File: config.mk
export PLATFORM = sky130hd
export DESIGN_NAME = seg7_scan_driver
export DESIGN_NICKNAME = d
export VERILOG_FILES = /design/src/rtl/seg7_scan_driver.sv
export SDC_FILE = /design/constraint.sdc
export NUM_CORES = 1
export LEC_CHECK = 0
export ABC_AREA = 1
export ABC_CLOCK_PERIOD_IN_PS = 1450
export CORE_ASPECT_RATIO = 1.4
export CORE_MARGIN = 1.5
export CORE_UTILIZATION = 25
export DETAILED_ROUTE_END_ITERATION = 10
export PLACE_DENSITY = 0.42
export SETUP_SLACK_MARGIN = 0.02
export SLEW_MARGIN = 30
export SYNTH_ARGS = -nofsm -noshare
export SYNTH_HDL_FRONTEND = slang
export SYNTH_SLANG_ARGS = --single-unit
export TNS_END_PERCENT = 100
File: constraint.sdc
create_clock -name clock -period 1.45 [get_ports clock]
set_input_delay 0.145 -clock clock [delete_from_list [all_inputs] [get_ports clock]]
set_output_delay 0.145 -clock clock [all_outputs]
set_load 0.02 [all_outputs]
File: src/rtl/seg7_scan_driver.sv
// ---------------------------------------------------------------------------
// seg7_scan_driver
//
// Time-multiplexed driver for a 4-digit common-anode seven-segment display.
// The 16-bit packed BCD input {d3,d2,d1,d0} is captured once per frame, at the
// last cycle of digit slot 3. This means a value that changes mid-scan never
// shows torn digits. Each digit slot lasts REFRESH_DIV cycles. The first cycle
// of every slot is a blank "ghost gap" so the previous digit's segments do not
// bleed onto the next anode while the lines settle.
//
// Optional feature:
//   SEG7_LZ_BLANK_EN  - when defined, leading zeros are blanked (digit 0 is
//                       never blanked; a dash nibble counts as non-zero).
//
// Parameters:
//   REFRESH_DIV  clock cycles per digit slot (>= 2)
//
// Ports:
//   clock    in   1   system clock, rising edge
//   reset    in   1   asynchronous, active-high; clears all state
//   decimal  in  16   packed BCD {d3,d2,d1,d0}
//   anode    out  4   active-low digit enables, anode[i] selects digit i
//   segment  out  7   active-low {g,f,e,d,c,b,a}
// ---------------------------------------------------------------------------
module seg7_scan_driver #(
  parameter int REFRESH_DIV = 50000
) (
  input  logic        clock,
  input  logic        reset,
  input  logic [15:0] decimal,
  output logic [3:0]  anode,
  output logic [6:0]  segment
);

  localparam int PW = (REFRESH_DIV > 2) ? $clog2(REFRESH_DIV) : 1;
  localparam logic [PW-1:0] PRESC_LAST = PW'(REFRESH_DIV - 1);
  localparam logic [6:0] SEG_BLANK = 7'b1111111;
  localparam logic [6:0] SEG_DASH  = 7'b0111111;

  // Active-low gfedcba encoding; anything above 9 renders as a dash.
  function automatic logic [6:0] f_encode(input logic [3:0] nib);
    logic [6:0] seg;
    case (nib)
      4'd0:    seg = 7'b1000000;
      4'd1:    seg = 7'b1111001;
      4'd2:    seg = 7'b0100100;
      4'd3:    seg = 7'b0110000;
      4'd4:    seg = 7'b0011001;
      4'd5:    seg = 7'b0010010;
      4'd6:    seg = 7'b0000010;
      4'd7:    seg = 7'b1111000;
      4'd8:    seg = 7'b0000000;
      4'd9:    seg = 7'b0010000;
      default: seg = SEG_DASH;
    endcase
    return seg;
  endfunction

  logic [PW-1:0] r_presc;
  logic [1:0]    r_idx;
  logic [15:0]   r_latch;
  logic [3:0]    r_anode_p1;
  logic [6:0]    r_segment_p1;

  logic          w_tick;
  logic [3:0]    w_digit;
  logic [3:0]    w_blank;
  logic [3:0]    w_anode_nxt;
  logic [6:0]    w_segment_nxt;

  assign w_tick  = (r_presc == PRESC_LAST);
  assign w_digit = r_latch[{r_idx, 2'b00} +: 4];

`ifdef SEG7_LZ_BLANK_EN
  // A digit is a leading zero when it and every higher digit are zero.
  logic [3:0] w_nz;
  assign w_nz[0] = (r_latch[3:0]   != 4'd0);
  assign w_nz[1] = (r_latch[7:4]   != 4'd0);
  assign w_nz[2] = (r_latch[11:8]  != 4'd0);
  assign w_nz[3] = (r_latch[15:12] != 4'd0);
  assign w_blank[3] = ~w_nz[3];
  assign w_blank[2] = ~w_nz[3] & ~w_nz[2];
  assign w_blank[1] = ~w_nz[3] & ~w_nz[2] & ~w_nz[1];
  assign w_blank[0] = 1'b0;
  logic w_unused_nz0;
  assign w_unused_nz0 = w_nz[0];
`else
  assign w_blank = 4'b0000;
`endif

  // Next pin values; the first cycle of each slot is the ghost gap.
  always_comb begin
    w_anode_nxt   = 4'b1111;
    w_segment_nxt = SEG_BLANK;
    if (r_presc != '0) begin
      w_anode_nxt   = ~(4'b0001 << r_idx);
      w_segment_nxt = w_blank[r_idx] ? SEG_BLANK : f_encode(w_digit);
    end
  end

  // Stage p0: scan state and frame latch.
  always_ff @(posedge clock or posedge reset) begin
    if (reset) begin
      r_presc <= '0;
      r_idx   <= 2'd0;
      r_latch <= 16'h0000;
    end else begin
      r_presc <= w_tick ? '0 : r_presc + 1'b1;
      if (w_tick) begin
        r_idx <= r_idx + 2'd1;
        // Capture only at the frame boundary so one frame is always coherent.
        if (r_idx == 2'd3) begin
          r_latch <= decimal;
        end
      end
    end
  end

  // Stage p1: registered pins.
  always_ff @(posedge clock or posedge reset) begin
    if (reset) begin
      r_anode_p1   <= 4'b1111;
      r_segment_p1 <= SEG_BLANK;
    end else begin
      r_anode_p1   <= w_anode_nxt;
      r_segment_p1 <= w_segment_nxt;
    end
  end

  assign anode   = r_anode_p1;
  assign segment = r_segment_p1;

endmodule

==> flow_metrics.tcl <==
set metrics [dict create \
    yosysSeqAreaShare_pct 47.3 \
    setup_violations 0 \
    tns_ps 0 \
    cts_buffers 5 \
    cts_max_path_buffers 2 \
    overflow 0 \
    drt_iter0_markers 129 \
    cp_data_required_time_ps 1620 \
    grt_max_degree 46 \
    worst_pin_slew_ps 245 \
    clkTransAtPathRegs_ps 60 \
    syn_inst 306 \
    diodes 0 \
    initial_core_util_pct 25.6 \
    worst_clock_skew_ps 9.97 \
    area_growth_pct 51.9 \
    core_sq_um 9410 \
    rsz0062_at_grt "true" \
    cts_tree "yes" \
    finalHoldViolCount 0 \
    slowest_delay_ps 360 \
    drt_pass1_iterations 4 \
    ys_warn_count 0 \
    final_cell_mix "nand2_1 (74), buf_4 (37), dfrtp_1 (31), nand2_2 (27), inv_1 (25)" \
    cp-start-kind "flip-flop" \
    fp.dieW_um 85.9 \
    dieArea_sq_um 10200 \
    nNetsFinal 415 \
    ir_worst_vdd_v 0.000373 \
    cpMostUsedCell "nand2_2" \
    path_class "reg2reg" \
    antenna_found_initial 0 \
    vias 2273 \
    pre_cts_ws_ps -166 \
    wl_um 6390 \
    drtAntennaViolNets 0 \
    grt_pass1_wl_um 10800 \
    synth.avg_cell_area_sq_um 7.87 \
    syn_nets 336 \
    finalCritPeriodShare_pct 99.2 \
    chipHeight_um 119 \
    clkLatencyLatePin_ps 290 \
    slew_headroom_pct 83.7 \
    slowest_stage "dfrtp_1" \
    hold_path.class "in2async" \
    wl_per_cell_um 12.9 \
    path_cells "ha_2, nand2_2, inv_2, nand2_4, nor2_4, buf_12, nand3_4, nand2_2, nand2_2" \
    finalNonFillerCells 496 \
    avgViaCountPerCell 4.58 \
    row_count 42 \
    dpl.hpwl_um 4460 \
    crit_fanout 8 \
    outcome "finished clean" \
    fmax_ghz 0.695 \
    grt_pass1_vias 2271 \
    ys_types 22 \
    place_area_sq_um 3080 \
    mostFrequentLayoutCell "nand2_1" \
    clockRootBuffer "clkbuf_16" \
    arrival_ps 1610 \
    synth_area_sq_um 2410 \
    gr-usage-all-layers_pct 13.4 \
    clock-sinks 45 \
    portBuffers 28 \
    powerDensity_nw_per_um2 682 \
    fin_area_sq_um 3660 \
    ys_ff_latch 45 \
    h-tree-depth 2 \
    io_pins 29 \
    p_leak_uw 0.00164 \
    place.gp.congestion 0.839 \
    fin_crit_ps 1440 \
    end_kind "flip-flop" \
    cap_viol_max_count 0 \
    report.final.slew_viol_count 0 \
    drc 0 \
    final_util_pct 38.9 \
    drive_gt1_share_pct 37.6 \
    setup_slack_ps 11.7 \
    place_inst 473 \
]
==> critical path, delay by kind of cell (launching register included) <==
family / cells / cell delay [ps]
AND/OR/NAND/NOR: 6 / 550
flip-flops: 1 / 360
buffers and inverters: 2 / 230
adder cells (fa/ha/maj): 1 / 190
==> final timing paths <==
kind                                              from                      end  slack, ps  cells past startpoint
worst max-delay path              r_presc[0]$_DFF_PP0_  r_latch[14]$_DFFE_PP0P_         10                      9
worst min-delay path                             reset    r_presc[13]$_DFF_PP0_        210                      3
worst max register to register    r_presc[0]$_DFF_PP0_  r_latch[14]$_DFFE_PP0P_         10                      9
worst min register to register  r_latch[5]$_DFFE_PP0P_   r_latch[5]$_DFFE_PP0P_        480                      2
max in group asynchronous                        reset     segment[4]$_DFF_PP1_        980                      3
min in group clock                          decimal[1]   r_latch[1]$_DFFE_PP0P_        410                      3
==> registers in the layout (all words and copies together), names as in the netlist <==
register,count
r_latch,16
anode,4
r_presc,16
r_idx,2
segment,7
==> cell families (layout without fill, tap and decap cells) <==
| logic type | after synthesis | after routing | synth area share (%) |
|---|---|---|---|
| adders and majority gates | 12 | 12 | 6.24 |
| DFF | 45 | 45 | 47.3 |
| AOI/OAI and AO/OA | 5 | 5 | 1.04 |
| buffers and inverters | 42 | 121 | 7.17 |
| and+or+nand+nor | 197 | 198 | 36.4 |
| xor gates and xnor gates | 5 | 5 | 1.82 |
==> where the power goes <==
group | total [uW] | internal, uW | switching (uW)
clock | 1160 | 687 | 475
combinational | 76.8 | 45.5 | 31.3
sequential | 1260 | 1260 | 0
total | 2490 | 1990 | 506
==> cell type report <==
cell class,count,area (sq um)
clock inverters,1,7.51
fillers,958,5750
multi-input cells,220,1360
well taps,110,138
inverters,35,144
flip-flops and latches,45,1140
clock buffers,7,143
repair buffers,78,721
==> per-stage QoR <==
stage / total power, uW / hold slack [ps]
floorplan: 1300 / 294
global placement: 1360 / 460
detailed placement: 1360 / 460
CTS: 2540 / 219
global route: 2610 / 247
finish: 2490 / 210
==> cells in the mapped netlist (all sizes together) <==
cell type,instances,area [sq um]
buf,4,28.8
clkbuf,3,11.3
clkinv,1,5.00
dfrtp,34,851
dfstp,11,289
ha,12,150
inv,34,128
nand2,107,407
nand3,34,183
nand3b,1,7.51
nand4,19,119
nor2,31,124
nor3,5,36.3
o21ai,5,25.0
xor2,5,43.8
==> what timing repair did <==
action,4_1_cts,5_1_grt
endpoints found under the setup margin,43,38
setup buffers,8,4
pin swaps,10,19
resized for setup,39,64
hold buffers,0,0
cloned,2,1
==> metal layers <==
layer  vias to the layer above  share of wire, %  track usage (%)  wire (um)
met3                        13               2.5             2.43        161
li1                       1135                 -                -          -
met1                      1090                40             15.2       2550
met5                         -                 0                0          0
met4                         0               2.8             4.33        180
met2                        35                55             24.9       3490
Note: power is estimated with default switching activity, not from simulation.
